### config.mk
export PLATFORM = sky130hd
export DESIGN_NAME = lab3_logic_pipe
export DESIGN_NICKNAME = d
export VERILOG_FILES = /design/src/rtl/lab3_logic_pipe.sv
export SDC_FILE = /design/constraint.sdc
export NUM_CORES = 1
export LEC_CHECK = 0
export ABC_AREA = 0
export BUFFER_PORTS_ARGS = -buffer_cell sky130_fd_sc_hd__buf_2
export CORE_ASPECT_RATIO = 1.1
export CORE_MARGIN = 2
export CORE_UTILIZATION = 40
export CTS_CLUSTER_DIAMETER = 40
export CTS_CLUSTER_SIZE = 8
export DETAILED_ROUTE_END_ITERATION = 16
export GPL_TIMING_DRIVEN = 0
export SYNTH_ARGS = -nofsm -noshare
export SYNTH_HDL_FRONTEND = slang
export SYNTH_SLANG_ARGS = --single-unit
### constraint.sdc
create_clock -name clk -period 4.9 [get_ports clk]
set_clock_uncertainty 0.1 [all_clocks]
set_input_delay 0.49 -clock clk [delete_from_list [all_inputs] [get_ports clk]]
set_output_delay 0.49 -clock clk [all_outputs]
set_load 0.01 [all_outputs]
### src/rtl/lab3_logic_pipe.sv
// Two-stage 3-operand logic/arith unit with held result and
// saturating change counter.
module lab3_logic_pipe #(
    parameter int WIDTH     = 4,
    parameter int CNT_WIDTH = 8
) (
    input  logic                 clk,
    input  logic                 reset,
    input  logic                 in_valid,
    input  logic [WIDTH-1:0]     a,
    input  logic [WIDTH-1:0]     b,
    input  logic [WIDTH-1:0]     c,
    input  logic [1:0]           mode,
    output logic                 out_valid,
    output logic [WIDTH-1:0]     y,
    output logic                 y_changed,
    output logic [CNT_WIDTH-1:0] change_count
);

    localparam logic [1:0] M_SEL = 2'b00;
    localparam logic [1:0] M_PAR = 2'b01;
    localparam logic [1:0] M_MAJ = 2'b10;
    localparam logic [1:0] M_SUM = 2'b11;

    localparam logic [CNT_WIDTH-1:0] CNT_ONE = CNT_WIDTH'(1);
    localparam logic [CNT_WIDTH-1:0] CNT_MAX = '1;

    logic [WIDTH-1:0]     r_a;
    logic [WIDTH-1:0]     r_b;
    logic [WIDTH-1:0]     r_c;
    logic [1:0]           r_mode;
    logic                 r_vld;

    logic [WIDTH-1:0]     r_y;
    logic                 r_ovld;
    logic                 r_chg;
    logic [CNT_WIDTH-1:0] r_cnt;

    logic [WIDTH-1:0]     w_f;
    logic                 w_diff;

    always_ff @(posedge clk) begin
        if (reset) begin
            r_a    <= '0;
            r_b    <= '0;
            r_c    <= '0;
            r_mode <= '0;
            r_vld  <= 1'b0;
        end else begin
            r_a    <= a;
            r_b    <= b;
            r_c    <= c;
            r_mode <= mode;
            r_vld  <= in_valid;
        end
    end

    always_comb begin
        w_f = '0;
        unique case (r_mode)
            M_SEL: w_f = (r_a & r_b) | (~r_a & r_c);
            M_PAR: w_f = r_a ^ r_b ^ r_c;
            M_MAJ: w_f = (r_a & r_b) | (r_a & r_c) | (r_b & r_c);
            M_SUM: w_f = r_a + r_b + r_c;
            default: w_f = '0;
        endcase
    end

    assign w_diff = (w_f != r_y);

    always_ff @(posedge clk) begin
        if (reset) begin
            r_y    <= '0;
            r_ovld <= 1'b0;
            r_chg  <= 1'b0;
            r_cnt  <= '0;
        end else begin
            r_ovld <= r_vld;
            r_chg  <= r_vld & w_diff;
            if (r_vld) begin
                r_y <= w_f;
                // Pulse still fires at saturation; only the count stops.
                if (w_diff && (r_cnt != CNT_MAX)) begin
                    r_cnt <= r_cnt + CNT_ONE;
                end
            end
        end
    end

    assign out_valid    = r_ovld;
    assign y            = r_y;
    assign y_changed    = r_chg;
    assign change_count = r_cnt;

endmodule

# Word-level counts from Yosys, hierarchy flattened
# Cells that the tools add are included.
dict set report totals {
  latchBits 0
  reg_bits 29
  word_cells 32
  mem_bits_rw 0
  input_bits 17
  out_inout_bits 14
  memories 0
  mem_bits_ro 0
}
dict set report classes {
  bitwise_logic 11
  n_lt_le_gt_ge 0
  eq_ne 5
  n_addsub 3
  multipliers 0
  n_div 0
  shifts 0
  muxes 1
  n_reduce_logical 3
}
# op count
set op_table {}
lappend op_table {{$and A4 B4 Y4} 4}
lappend op_table {{$pmux W4 S4} 1}
lappend op_table {{$or A4 B4 Y4} 3}
lappend op_table {{$add A4 B4 Y4} 2}
lappend op_table {{$add A8 B1 Y8 const B} 1}
lappend op_table {{$ne A8 B8 Y1 const B} 1}
lappend op_table {{$xor A4 B4 Y4} 2}
lappend op_table {{$eq A2 B2 Y1 const B} 2}
lappend op_table {{$ne A4 B4 Y1} 1}
lappend op_table {{$not A4 Y4} 1}
lappend op_table {{$eq A2 B1 Y1 const B} 1}
lappend op_table {{$logic_not A2 Y1} 1}
lappend op_table {{$reduce_and A2 Y1} 1}
lappend op_table {{$and A1 B1 Y1} 1}
lappend op_table {{$logic_and A1 B1 Y1} 1}

# Depth between registers and ports, before layout
# Gate-level depths: netlist of run 1.
dict set report depth {
  ltp_word 7
  ltp_mapped 12
  ltp_nobuf 11
}

# Least setup slack after synthesis of run 1
# Ideal clock, no wire load.
dict set report synth_path {
  path_type {register -> register}
  startpoint {register r_a[1]}
  endpoint {register r_cnt[5] (netlist: change_count[5])}
  setup_time_ns 0.121
  path_buffers 1
  t_arrival_ns 3.060
  setup_slack_ns 1.618
  synth_period_minus_slack_ns 3.282
  required_ns 4.679
  path_stages_with_launch 13
  path_cell_list {dfxtp_1 > inv_1 > fa_1 > inv_1 > ha_1 > fa_1 > xnor2_1 > mux2_2 > a21o_1 > a2111oi_4 > buf_6 > nor3b_2 > mux2_4}
}
dict set report synth_via {
  elab_chain_len 7
  word_cells_on_any_way 15
  classes_between {2 x add/sub; 1 x eq/ne; 1 x mux; 9 x bitwise; 2 x reduce/logical}
}
# element line_no
set synth_rtl {}
lappend synth_rtl {{from (decl)} 28} ;# logic [WIDTH-1:0] r_a;
lappend synth_rtl {{from (signal assigned)} 44} ;# r_a <= '0;
lappend synth_rtl {{from (signal assigned)} 50} ;# r_a <= a;
lappend synth_rtl {{branches (longest 3 deep; another with $add A4 B4 Y4)} -}
lappend synth_rtl {{$pmux W4 S4 *} 60} ;# unique case (r_mode)
lappend synth_rtl {{$ne A4 B4 Y1 *} 69} ;# assign w_diff = (w_f != r_y);
lappend synth_rtl {{$logic_and A1 B1 Y1 *} 83} ;# if (w_diff && (r_cnt != CNT_MAX)) begin
lappend synth_rtl {{$reduce_and A2 Y1 (no line) *} -}
lappend synth_rtl {{to (signal assigned)} 84} ;# r_cnt <= r_cnt + CNT_ONE;
lappend synth_rtl {{to (decl)} 37} ;# logic [CNT_WIDTH-1:0] r_cnt;
# Mark *: on every way between the ends.
# A chain may end at the register's enable or synchronous reset.

# Worst setup path after layout of run 1
dict set report layout_path {
  startpoint {register r_a[1]}
  endpoint {register r_cnt[4] (netlist: change_count[4])}
}
# Same word-level chain as after synthesis.

==> results of run 1 <==
## cell type report
| class | count | area, um^2 |
|---|---|---|
| Buffer | 6 | 33.8 |
| Clock buffer | 7 | 55.1 |
| Fill cell | 356 | 1680 |
| Inverter | 13 | 48.8 |
| Multi-Input combinational cell | 96 | 776 |
| Sequential cell | 29 | 581 |
| Tap cell | 48 | 60.1 |
| Timing Repair Buffer | 30 | 150 |
## layer usage
layer / global-route usage, % / routed length [um] / up-vias
met2: 27.8 / 1330 / 23
met3: 5.83 / 130 / 5
li1: - / - / 561
met4: 5.43 / 45 / 0
met5: 0 / 0 / -
met1: 19.6 / 1200 / 522
## logic make-up (layout without fill, tap and decap cells)
family                     count (synthesis)  count (layout)  share of synthesized area, %
DFF                                       29              29                          40.3
buffers and inverters                     19              56                          5.74
and+or+nand+nor                           57              57                          22.3
xor gates and xnor gates                   3               3                          1.83
adders and majority gates                  7               7                          8.70
AOI/OAI and AO/OA                         19              19                          11.1
muxes                                     10              10                          9.91
## worst reg2reg max path: stages, from the launching register on
cell and delay, ps:
dfxtp_1 350, inv_1 70, fa_1 550, inv_1 50
ha_1 200, fa_1 380, xnor2_1 220, mux2_2 380
a21o_1 180, a2111oi_4 380, buf_6 200, nor3_2 60
mux2_4 290
## sequential cells by signal, indices dropped and copies added, names as in the netlist
register      flops
out_valid         1
r_mode            2
y_changed         1
y                 4
r_c               4
r_b               4
r_vld             1
r_a               4
change_count      8
## final timing paths
| kind | start | endpoint | slack [ps] | cells after the start |
|---|---|---|---|---|
| worst max-delay path | r_a[1] | change_count[4] | 1390 | 12 |
| worst min-delay path | mode[1] | r_mode[1] | 270 | 2 |
| worst max register to register | r_a[1] | change_count[4] | 1390 | 12 |
| worst min register to register | y[3] | y[3] | 400 | 2 |
## through the flow
stage	power [uW]	area [um^2]	std cells	utilization, %	hold WS (ps)
3_5_place_dp	345	1650	222	48.7	390
5_1_grt	517	1700	229	50.3	266
6_report	483	1700	229	50.3	274
4_1_cts	491	1700	229	50.3	260
3_3_place_gp	341	1650	222	48.7	378
2_1_floorplan	322	1440	144	-	405
## power breakdown
| group | total (uW) | leakage (uW) | internal (uW) | switching [uW] |
|---|---|---|---|---|
| combinational | 83.3 | 0.000443 | 41.1 | 42.1 |
| sequential | 255 | 0.000239 | 246 | 8.74 |
| clock | 145 | 0.0000314 | 67.6 | 77.1 |
| total | 483 | 0.000713 | 355 | 128 |
## cell usage in the layout (no fill, tap or decap), types with 4 or more instances in the layout
cell type,count
buf_2,30
dfxtp_1,29
nor2b_1,18
nor2_1,13
inv_1,12
nand3_1,6
clkbuf_1,5
a21oi_1,5
fa_1,5
clkbuf_4,5
nand2_1,4
==> results.yml, run 1 <==
route:
  drt_iter0_markers: 23
  ant_nets: 0
  route.vias.total: 1111
  drc: 0
  routed_wl_um: 2710
  wl_per_cell_um: 11.8
  drt-pass1-iter-count: 4
  viasPerCell: 4.85
sta:
  tightest_slew_ps: 459
  hold_viol_final: 0
  setup_ws_ps: 1390
  final.min_clock_period_ps: 3510
  rsz0062_at_grt: "no"
  slew_headroom_pct: 69.4
  fin_tns_setup_ps: 0
  finalMaxSlewViolations: 0
  fin_crit_sh_pct: 71.6
  finalSetupViolations: 0
  max_freq_mhz: 285
grt:
  antenna_found_initial: 0
  grt_pass1_vias: 1143
  grt_usage_pct: 16.7
  grt_pass1_wl_um: 5020
  grt-ovfl-total: 0
  grt_max_degree: 11
outcome:
  status: "completed"
setup_path:
  max_stage_delay_ps: 550
  crit_type: "reg -> reg"
  worstPathArrival_ps: 3620
  cp_data_required_time_ps: 5010
  startpoint_type: "flip-flop"
  crit_family: "adder cells"
  path_buf_inv: 3
  crit_chain: "inv_1 > fa_1 > inv_1 > ha_1 > fa_1 > xnor2_1 > mux2_2 > a21o_1 > a2111oi_4 > buf_6 > nor3_2 > mux2_4"
  critPathCaptureType: "flip-flop"
  cp_max_fo: 10
  slowest_stage: "fa_1"
logic_synthesis:
  synth_warnings: 0
  ys_seq_area_share_pct: 40.3
  synth_top_area_share_pct: 40.3
  syn_area_per_cell_um2: 9.99
  synth.area.top_cells: "dfxtp_1 (40%), nor2b_1 (7.8%), fa_1 (7.0%), nor2_1 (3.4%), inv_1 (3.1%)"
  yosysMostFrequentCell: "dfxtp_1"
  async_reset_ff_share_pct: 0
  synth_top_area_cell: "dfxtp_1"
  ys_types: 41
  synth-edff-count: 0
  synth_seq_cells: 29
  syn_inst: 144
  ys_top_cells_by_count: "dfxtp_1 (29), nor2b_1 (18), nor2_1 (13)"
  syn-num-nets: 168
  syn_area_um2: 1440
  ys.flop_type: "dfxtp_1"
power:
  p_leak_uw: 0.000713
  peakVddDrop_uv: 191
  powerDensity_nw_per_um2: 283
clock_tree:
  clock_latency_ps: 320
  cts_setup_buffers: 0
  hold_buffers: 0
  clock_sinks: 29
  cts_max_path_buffers: 2
  cts_tree: "yes"
  clock-root-buffer: "clkbuf_4"
  ctsHtreeMaxLevel: 2
  ctsResizeCount: 0
  clk_pin_slew_ps: 90
  numCtsBuffers: 5
placement:
  dp_hpwl_um: 2070
  preCtsSetupSlack_ps: 1380
  io_buffer_count: 30
  gp_congestion: 0.779
finish:
  antenna-diode-count: 0
  area_delta_synth_final_pct: 18.4
  drive_gt1_share_pct: 27.6
  fin_nets: 205
floorplanning:
  die_w_um: 61.2
  die_h_um: 66.9
  start_util_pct: 42.5
  io_pins: 31
  core_area_um2: 3390
  die-area_um2: 4090
  std_cell_rows: 22
flow_run:
  cap_violations: 0
min_path:
  hp-class: "in -> reg"
(Power assumes the default switching activity.)
==> run 2: changes to the inputs <==
--- a/config.mk
+++ b/config.mk
@@ -5,7 +5,7 @@
 export SDC_FILE = /design/constraint.sdc
 export NUM_CORES = 1
 export LEC_CHECK = 0
-export ABC_AREA = 0
+export ABC_AREA = 1
 export BUFFER_PORTS_ARGS = -buffer_cell sky130_fd_sc_hd__buf_2
 export CORE_ASPECT_RATIO = 1.1
 export CORE_MARGIN = 2
==> constraint.sdc (replaced) <==
create_clock -name clk -period 3.25 [get_ports clk]
set_clock_uncertainty 0.1 [all_clocks]
set_input_delay 0.325 -clock clk [delete_from_list [all_inputs] [get_ports clk]]
set_output_delay 0.325 -clock clk [all_outputs]
set_load 0.01 [all_outputs]
==> results.yml, run 2 <==
setup_path:
  cp_max_fo: 9
  startpoint_type: "flip-flop"
  r2r_end: "change_count[4]"
  critPathCaptureType: "flip-flop"
  slowest_stage: "fa_1"
  rr_worst_depth: 16
  worstPathArrival_ps: 2940
  cp_data_required_time_ps: 3340
  endpoint: "change_count[4]"
  crit_chain: "inv_1 > fa_1 > inv_1 > ha_1 > fa_1 > nand3_1 > nand3_1 > nand2_1 > nand2_1 > nand2_1 > nor2_2 > nand3_4 > nand3_4 > nand2_1 > inv_1 > nor2_1"
  crit_type: "reg -> reg"
  rrSetupSlack_ps: 400
  max_stage_delay_ps: 520
  crit_start: "r_a[1]"
  r2r_start: "r_a[1]"
  path_common_cell: "nand2_1"
sta:
  fin_crit_sh_pct: 87.7
  slew_headroom_pct: 67.5
  rsz0062_at_grt: "no"
  max_freq_mhz: 351
  tightest_slew_ps: 488
  finalSetupViolations: 0
  hold_viol_final: 0
  setup_ws_ps: 400
  finalMaxSlewViolations: 0
  whs_ps: 146
  fin_tns_setup_ps: 0
  final.min_clock_period_ps: 2850
clock_tree:
  cts_tree: "yes"
  ctsHtreeMaxLevel: 2
  ctsResizeCount: 0
  cts_setup_buffers: 0
  cts_max_path_buffers: 2
  hold_buffers: 0
  clock-root-buffer: "clkbuf_8"
  clock_latency_ps: 290
  clk_pin_slew_ps: 60
  numCtsBuffers: 5
  clock_sinks: 29
grt:
  grt_pass1_vias: 1273
  grt_usage_pct: 16.6
  grt-ovfl-total: 0
  grt_max_degree: 11
  grt_pass1_wl_um: 5490
  antenna_found_initial: 0
logic_synthesis:
  syn-num-nets: 240
  synth_top_family_by_area: "simple AND/OR/NAND/NOR gates"
  synth_top_area_share_pct: 38.0
  ys_top_cells_by_count: "inv_1 (48), nand2_1 (46), nor2_1 (30)"
  synth-simple-area-share_pct: 32.0
  ys_types: 26
  syn_area_per_cell_um2: 7.07
  synth_seq_cells: 29
  syn_inst: 216
  synth_warnings: 0
  synth-edff-count: 0
  synth_compound_area_share_pct: 4.92
  ys.flop_type: "dfxtp_1"
  synth-xor-area-share_pct: 2.79
  synth.area.top_cells: "dfxtp_1 (38%), inv_1 (12%), nand2_1 (11%), nor2_1 (7.4%), fa_1 (6.6%)"
  yosysMostFrequentCell: "inv_1"
  ys_seq_area_share_pct: 38.0
  syn_area_um2: 1530
  synth_top_area_cell: "dfxtp_1"
  muxShareOfSynthArea_pct: 0
  synthAdderAreaFrac_pct: 8.20
  async_reset_ff_share_pct: 0
outcome:
  status: "completed"
placement:
  io_buffer_count: 29
  dp_hpwl_um: 2330
  post-place-cells: 295
  preCtsSetupSlack_ps: 406
  gp_congestion: 0.793
finish:
  final_common_cell: "inv_1"
  instances_no_fill: 303
  fin_util_pct: 50.6
  area_delta_synth_final_pct: 21.2
  largest_register_ffs: 8
  most-common-layout-cells: "inv_1 (48), nand2_1 (46), nor2_1 (30), buf_2 (30), dfxtp_1 (29)"
  fill_cells: 370
  antenna-diode-count: 0
  drive_gt1_share_pct: 17.4
  fin_nets: 276
flow_run:
  cap_violations: 0
floorplanning:
  start_util_pct: 41.8
  std_cell_rows: 23
  die-area_um2: 4330
  die_w_um: 62.9
  core_area_um2: 3650
  io_pins: 31
  die_h_um: 68.8
route:
  routed.top_layer: "met4"
  viasPerCell: 4.42
  ant_nets: 0
  drt_iter0_markers: 59
  wl_met1_um: 1500
  drt-pass1-iter-count: 4
  met2WireLength_um: 1360
  drc: 0
  wl_met3_um: 138
  route.vias.total: 1339
  wl_per_cell_um: 10.0
  routed_wl_um: 3040
min_path:
  worstHoldStart: "b[1]"
  hp-class: "in -> reg"
power:
  peakVddDrop_uv: 231
  p_leak_uw: 0.000962
  switchingPower_uw: 239
  power.share.clock_pct: 42.2
  p_sw_share_pct: 26.0
  p_int_uw: 682
  combPwrFrac_pct: 15.4
  powerDensity_nw_per_um2: 498
  power_frac_seq_pct: 42.4
run 2: metrics by stage:
step	total power [uW]	cell area, um^2
2_1_floorplan	501	1530
3_3_place_gp	540	1730
5_1_grt	975	1850
3_5_place_dp	543	1730
6_report	922	1850
4_1_cts	933	1850
run 2: cells by family after synthesis:
family,after synthesis
flops,29
xor+xnor,4
fa+ha+maj,7
simple gates,107
buf+inv,55
compound gates,14
run 2: worst min-delay path by stage:
stage	cells past startpoint	slack, ps	endpoint
after CTS	3	140	r_b[1]
after floorplan	2	330	r_a[0]
after global routing	3	140	r_c[3]
after detailed placement	3	430	r_c[1]
final	3	150	r_b[1]
after global placement	3	430	r_b[3]
run 2: worst max-delay path: cells and delay by family (launching register included):
kind | cells | cell delay [ps]
flip-flops | 1 | 340
adder cells (fa/ha/maj) | 3 | 1200
AND/OR/NAND/NOR | 10 | 940
buffers and inverters | 3 | 170
run 2: layout make-up:
type | count | area (um^2) | area share, %
Timing Repair Buffer | 29 | 145 | 7.84
Clock buffer | 7 | 86.3 | 4.67
Buffer | 6 | 31.3 | 1.69
Tap cell | 50 | 62.6 | 3.38
Multi-Input combinational cell | 132 | 731 | 39.5
Clock inverter | 1 | 30.0 | 1.62
Sequential cell | 29 | 581 | 31.4
Inverter | 49 | 184 | 9.94
run 2: metal layers:
metal | vias to the layer above | GRT usage, %
li1 | 720 | -
met1 | 586 | 20.3
met2 | 27 | 27.1
met3 | 6 | 5.36
met4 | 0 | 7.50
met5 | - | 0
run 2: power by group through the flow:
stage          sequential (uW)  clock [uW]  combinational [uW]
2_1_floorplan              401           0                 100
3_3_place_gp               399           0                 142
3_5_place_dp               399           0                 144
4_1_cts                    391         397                 144
5_1_grt                    394         416                 166
6_report                   391         389                 142
